==> src/rtl/lstm_ctrl_pkg.sv <==
// Shared definitions for the LSTM sequence controller: width defaults and
// the controller FSM state encoding.
package lstm_ctrl_pkg;

  localparam int WIDTH_DEF = 32;
  localparam int LEN_W_DEF = 8;

  typedef enum logic [1:0] {
    ST_IDLE  = 2'd0,
    ST_RUN   = 2'd1,
    ST_DRAIN = 2'd2,
    ST_DONE  = 2'd3
  } ctrl_state_e;

endpackage

==> src/rtl/lstm_out_slot.sv <==
// One-entry valid/ready holding register for the captured cell output.
// A load always wins, so an accept and a load in the same cycle replace
// the old entry with no bubble.
module lstm_out_slot #(
  parameter int WIDTH = 32
) (
  input  logic             clk,
  input  logic             rst,
  input  logic             load,
  input  logic [WIDTH-1:0] d,
  input  logic             d_last,
  input  logic             ready,
  output logic [WIDTH-1:0] q,
  output logic             valid,
  output logic             last
);

  // Capture on load, drop valid on accept, otherwise hold.
  always_ff @(posedge clk) begin
    if (rst) begin
      q     <= '0;
      valid <= 1'b0;
      last  <= 1'b0;
    end else if (load) begin
      q     <= d;
      valid <= 1'b1;
      last  <= d_last;
    end else if (valid && ready) begin
      valid <= 1'b0;
    end
  end

endmodule

==> src/rtl/lstm_seq_ctrl.sv <==
// Sequence controller for a single LSTM cell: issues one timestep per
// fire, selects zero initial state on the first step, captures h(t) into
// a one-entry output slot and signals completion.
module lstm_seq_ctrl
  import lstm_ctrl_pkg::*;
#(
  parameter int WIDTH = WIDTH_DEF,
  parameter int LEN_W = LEN_W_DEF
) (
  input  logic             clk,
  input  logic             rst,
  input  logic             i_start,
  input  logic [LEN_W-1:0] i_len,
  input  logic             i_x_valid,
  output logic             o_x_ready,
  output logic             o_cell_sel,
  output logic             o_cell_ce,
  input  logic [WIDTH-1:0] i_cell_h,
  output logic [WIDTH-1:0] o_y,
  output logic             o_y_valid,
  output logic             o_y_last,
  input  logic             i_y_ready,
  output logic             o_busy,
  output logic             o_done,
  output logic [LEN_W-1:0] o_step
);

  localparam logic [LEN_W-1:0] ONE = LEN_W'(1);

  ctrl_state_e      state, state_nx;
  logic [LEN_W-1:0] len_q;
  logic             fire;
  logic             last_step;
  logic             accept;

  // Step fires only in RUN with x present and a free output slot; reset
  // suppresses it so the cell state is never written while rst is high.
  assign fire      = o_x_ready && i_x_valid && !rst;
  // len_q is non-zero whenever RUN is entered, so len_q-1 cannot underflow.
  assign last_step = (o_step == (len_q - ONE));
  assign accept    = o_y_valid && i_y_ready;

  assign o_cell_ce  = fire;
  assign o_cell_sel = (o_step != '0);

  // FSM state register.
  always_ff @(posedge clk) begin
    if (rst) state <= ST_IDLE;
    else     state <= state_nx;
  end

  // Next-state and state-decoded outputs.
  always_comb begin
    state_nx  = state;
    o_x_ready = 1'b0;
    o_busy    = 1'b1;
    o_done    = 1'b0;
    case (state)
      ST_IDLE: begin
        o_busy = 1'b0;
        if (i_start) state_nx = (i_len != '0) ? ST_RUN : ST_DONE;
      end
      ST_RUN: begin
        o_x_ready = !o_y_valid || i_y_ready;
        if (fire && last_step) state_nx = ST_DRAIN;
      end
      ST_DRAIN: begin
        if (accept) state_nx = ST_DONE;
      end
      ST_DONE: begin
        o_done   = 1'b1;
        state_nx = ST_IDLE;
      end
      default: state_nx = ST_IDLE;
    endcase
  end

  // Length latch and step counter; the length is only sampled on an
  // accepted start so later i_len changes cannot disturb a running sequence.
  always_ff @(posedge clk) begin
    if (rst) begin
      len_q  <= '0;
      o_step <= '0;
    end else if (state == ST_IDLE && i_start) begin
      len_q  <= i_len;
      o_step <= '0;
    end else if (fire) begin
      o_step <= o_step + ONE;
    end
  end

  lstm_out_slot #(.WIDTH(WIDTH)) u_slot (
    .clk    (clk),
    .rst    (rst),
    .load   (fire),
    .d      (i_cell_h),
    .d_last (last_step),
    .ready  (i_y_ready),
    .q      (o_y),
    .valid  (o_y_valid),
    .last   (o_y_last)
  );

endmodule

==> config.mk <==
export PLATFORM = sky130hd
export DESIGN_NAME = lstm_seq_ctrl
export DESIGN_NICKNAME = d
export VERILOG_FILES = /design/src/rtl/lstm_ctrl_pkg.sv /design/src/rtl/lstm_out_slot.sv /design/src/rtl/lstm_seq_ctrl.sv
export SDC_FILE = /design/constraint.sdc
export NUM_CORES = 1
export LEC_CHECK = 0
export CAP_MARGIN = 0
export CORE_MARGIN = 1
export CORE_UTILIZATION = 44
export DETAILED_ROUTE_END_ITERATION = 8
export HOLD_SLACK_MARGIN = 0.08
export MAX_ROUTING_LAYER = met4
export PLACE_DENSITY_LB_ADDON = 0.25
export SYNTH_ARGS = -nofsm -noshare
export SYNTH_HDL_FRONTEND = slang
export SYNTH_SLANG_ARGS = --single-unit
==> constraint.sdc <==
create_clock -name clk -period 2.2 [get_ports clk]
set_input_delay 0.66 -clock clk [delete_from_list [all_inputs] [get_ports clk]]
set_output_delay 0.66 -clock clk [all_outputs]
set_load 0.05 [all_outputs]
==> flow_metrics.py <==
metrics = {
    "critical_path": {
        "worstRegToRegCells": 8,
        "cp.arrival_ps": 1480,
        "endpoint_kind": "primary output",
        "worstSetupPathType": "flip-flop to primary output",
        "max_stage_delay_ps": 820,
        "crit_path_top_delay_cell": "clkdlybuf4s50_1",
        "worstPathRequired_ps": 1540,
        "cp_max_fo": 2,
        "path_cells": "clkdlybuf4s50_1",
        "reg2reg_to": "state[1]$_SDFFE_PP0P_",
        "rrSetupSlack_ps": 140,
        "crit_family": "buffers and inverters",
        "path_buf_inv": 1,
        "timing.rr.start": "len_q[0]$_SDFFE_PP0P_",
        "critPathLaunchType": "flip-flop",
    },
    "hold_path": {
        "hold_end": "u_slot.last$_SDFFE_PP0P_",
        "hold_depth": 2,
        "min_from": "u_slot.last$_SDFFE_PP0P_",
        "hold_class": "flip-flop to flip-flop",
    },
    "logic_synthesis": {
        "synth_area_um2": 2380,
        "synth_largest_area_cell": "dfxtp_1",
        "syn-instance-count": 292,
        "synth.ff_latch_count": 52,
        "yosysTopAreaCellShare": 0.437,
        "synth_cell_type_count": 34,
        "seq_area_frac_synth": 0.437,
        "syn_nets": 345,
        "avgSynthCellArea_um2": 8.15,
        "synthTopCellsByArea": "dfxtp_1, nand2b_1, nand2_1",
        "ys_warn_count": 0,
    },
    "timing": {
        "post-route-period-util": 0.972,
        "rsz0062_at_grt": "no",
        "finalSetupViolations": 0,
        "finalCriticalPeriod_ps": 2140,
        "tightestPinTransition_ps": 516,
        "finalHoldViolCount": 0,
        "relSlewSlack": 0.655,
        "fmaxAchievable_mhz": 468,
        "skew_ps": 12.0,
        "holdWs_ps": 465,
        "drv_slew": 0,
        "tns_ps": 0,
    },
    "placed_design": {
        "place_hpwl_mm": 4.17,
        "place_congestion": 0.887,
        "portBuffers": 91,
    },
    "clock_network": {
        "cts_tree": "done",
        "clk_latency_ps": 300,
        "clkTransAtPathRegs_ps": 100,
        "ctsLongestPathBuffers": 2,
        "cts_made_buffers": 5,
        "h-tree-depth": 2,
        "cts-root-buf": "clkbuf_8",
        "postCtsHoldBufs": 0,
        "cts_num_sinks": 52,
    },
    "run": {
        "cap_violations": 0,
    },
    "layout": {
        "drive_gt1_frac": 0.132,
        "area_growth_pct": 48.3,
        "diodes": 0,
        "fill_cells": 417,
        "nNetsFinal": 437,
    },
    "routing": {
        "drc_errors": 0,
        "drt-vias-per-instance": 4.97,
        "first_iter_violations": 155,
        "antenna_left": 0,
        "totalWireLength_mm": 5.79,
        "vias": 2262,
        "drt_pass1_iterations": 4,
        "wire_per_inst_um": 12.7,
    },
    "global_route": {
        "grt_pass1_vias": 1987,
        "antenna_found_initial": 0,
        "grt_pass1_wl_mm": 8.77,
        "overflow": 0,
        "track_usage": 0.209,
        "grt_max_degree": 57,
    },
    "die": {
        "core_um2": 5170,
        "ios": 92,
        "start_util": 0.460,
        "die-width_um": 75.6,
        "die-area_um2": 5710,
        "die_h_um": 75.6,
        "rows": 26,
    },
    "power_and_ir_drop": {
        "p_per_area_nw_per_um2": 843,
        "p_leak_uw": 0.00135,
        "ir_worst_vdd_mv": 0.501,
    },
    "outcome": {
        "status": "completed",
    },
}
per-stage QoR:
step	instance area (µm²)	utilization	total power (µW)	std cells	setup slack, ps
2_1_floorplan	2380	-	1940	292	58.3
3_3_place_gp	3400	0.657	2390	446	-212
4_1_cts	3510	0.678	2970	455	21.8
3_5_place_dp	3400	0.657	2410	446	-285
6_report	3530	0.683	2980	455	62.3
5_1_grt	3530	0.683	3130	455	0.927
worst max path at each step:
stage                                         start                    end  slack, ps  cells after the start
after global routing       u_slot.q[9]$_SDFFE_PP0P_                 o_y[9]        0.9                      1
after global placement                          rst  state[1]$_SDFFE_PP0P_       -210                      8
after detailed placement                        rst  state[1]$_SDFFE_PP0P_       -290                      8
after CTS                     state[1]$_SDFFE_PP0P_              o_cell_ce         20                      6
after floorplan                                 rst              o_cell_ce         60                      4
final                     u_slot.q[23]$_SDFFE_PP0P_                o_y[23]         60                      1
cell families (layout without fill, tap and decap cells):
group,Yosys count,count (layout),synth area share
AOI/OAI and AO/OA,60,60,0.143
xor gates and xnor gates,16,16,0.0589
adders and majority gates,8,8,0.0420
buffers and inverters,27,120,0.0441
DFF,52,52,0.437
and+or+nand+nor,129,129,0.275
power breakdown:
part	internal [µW]	switching [µW]
clock network	226	315
registers	1060	93.5
logic	537	750
cell usage in the layout, fill, tap and decap left out, types with 2 or more instances in the layout:
cell type / n
nand3_1: 11
buf_12: 4
clkbuf_8: 5
nand2_1: 51
inv_1: 8
dfxtp_2: 3
ha_1: 6
o21ai_0: 35
nor2_1: 10
xor2_1: 10
buf_4: 25
dfxtp_1: 49
clkdlybuf4s50_1: 70
nor4_1: 2
nand4_1: 6
and3_1: 2
o21ai_2: 2
dlygate4sd2_1: 3
xnor2_1: 6
a21oi_1: 14
nor3_1: 4
nand2b_1: 34
or3_1: 2
layout make-up:
| type | count | area (µm²) | share of cell area |
|---|---|---|---|
| inverters | 9 | 33.8 | 0.00956 |
| multi-input cells | 213 | 1270 | 0.359 |
| flip-flops and latches | 52 | 1040 | 0.296 |
| clock inverters | 3 | 21.3 | 0.00602 |
| well taps | 70 | 87.6 | 0.0248 |
| repair buffers | 103 | 1010 | 0.285 |
| clock buffers | 5 | 68.8 | 0.0195 |
cells in the mapped netlist (all sizes together):
| library cell | number |
|---|---|
| dfxtp | 52 |
| nand2 | 51 |
| o21ai | 37 |
| nand2b | 35 |
| a21oi | 15 |
| clkbuf | 13 |
| nand3 | 12 |
| nor2 | 10 |
| xor2 | 10 |
| inv | 9 |
| ha | 8 |
| nand4 | 6 |
| xnor2 | 6 |
| buf | 5 |
| nor3 | 4 |
| nor4 | 3 |
| and3 | 2 |
| or3 | 2 |
| a21o | 1 |
| a221oi | 1 |
| a2bb2oi | 1 |
| a311o | 1 |
| a32oi | 1 |
| a41oi | 1 |
| and2 | 1 |
| and2b | 1 |
| nand3b | 1 |
| nor4b | 1 |
| o21ba | 1 |
| o311ai | 1 |
flip-flops by register name, indices dropped and copies added (netlist names):
signal,cells
o_step,8
state,2
u_slot.last,1
u_slot.valid,1
len_q,8
u_slot.q,32
timing repair:
action | in CTS | in global routing
gates resized for setup | 7 | 7
endpoints found under the setup margin | 2 | 4
pin swaps | 1 | 0
setup buffers | 1 | 0
layer usage:
metal / up-vias / global-route usage / wire length, µm
met3: 6 / 0.0503 / 318
met2: 66 / 0.326 / 2800
met5: - / - / 0
met4: 0 / 0.0679 / 63
met1: 1036 / 0.267 / 2610
li1: 1154 / - / -
Note: power is estimated with default switching activity, not from simulation.
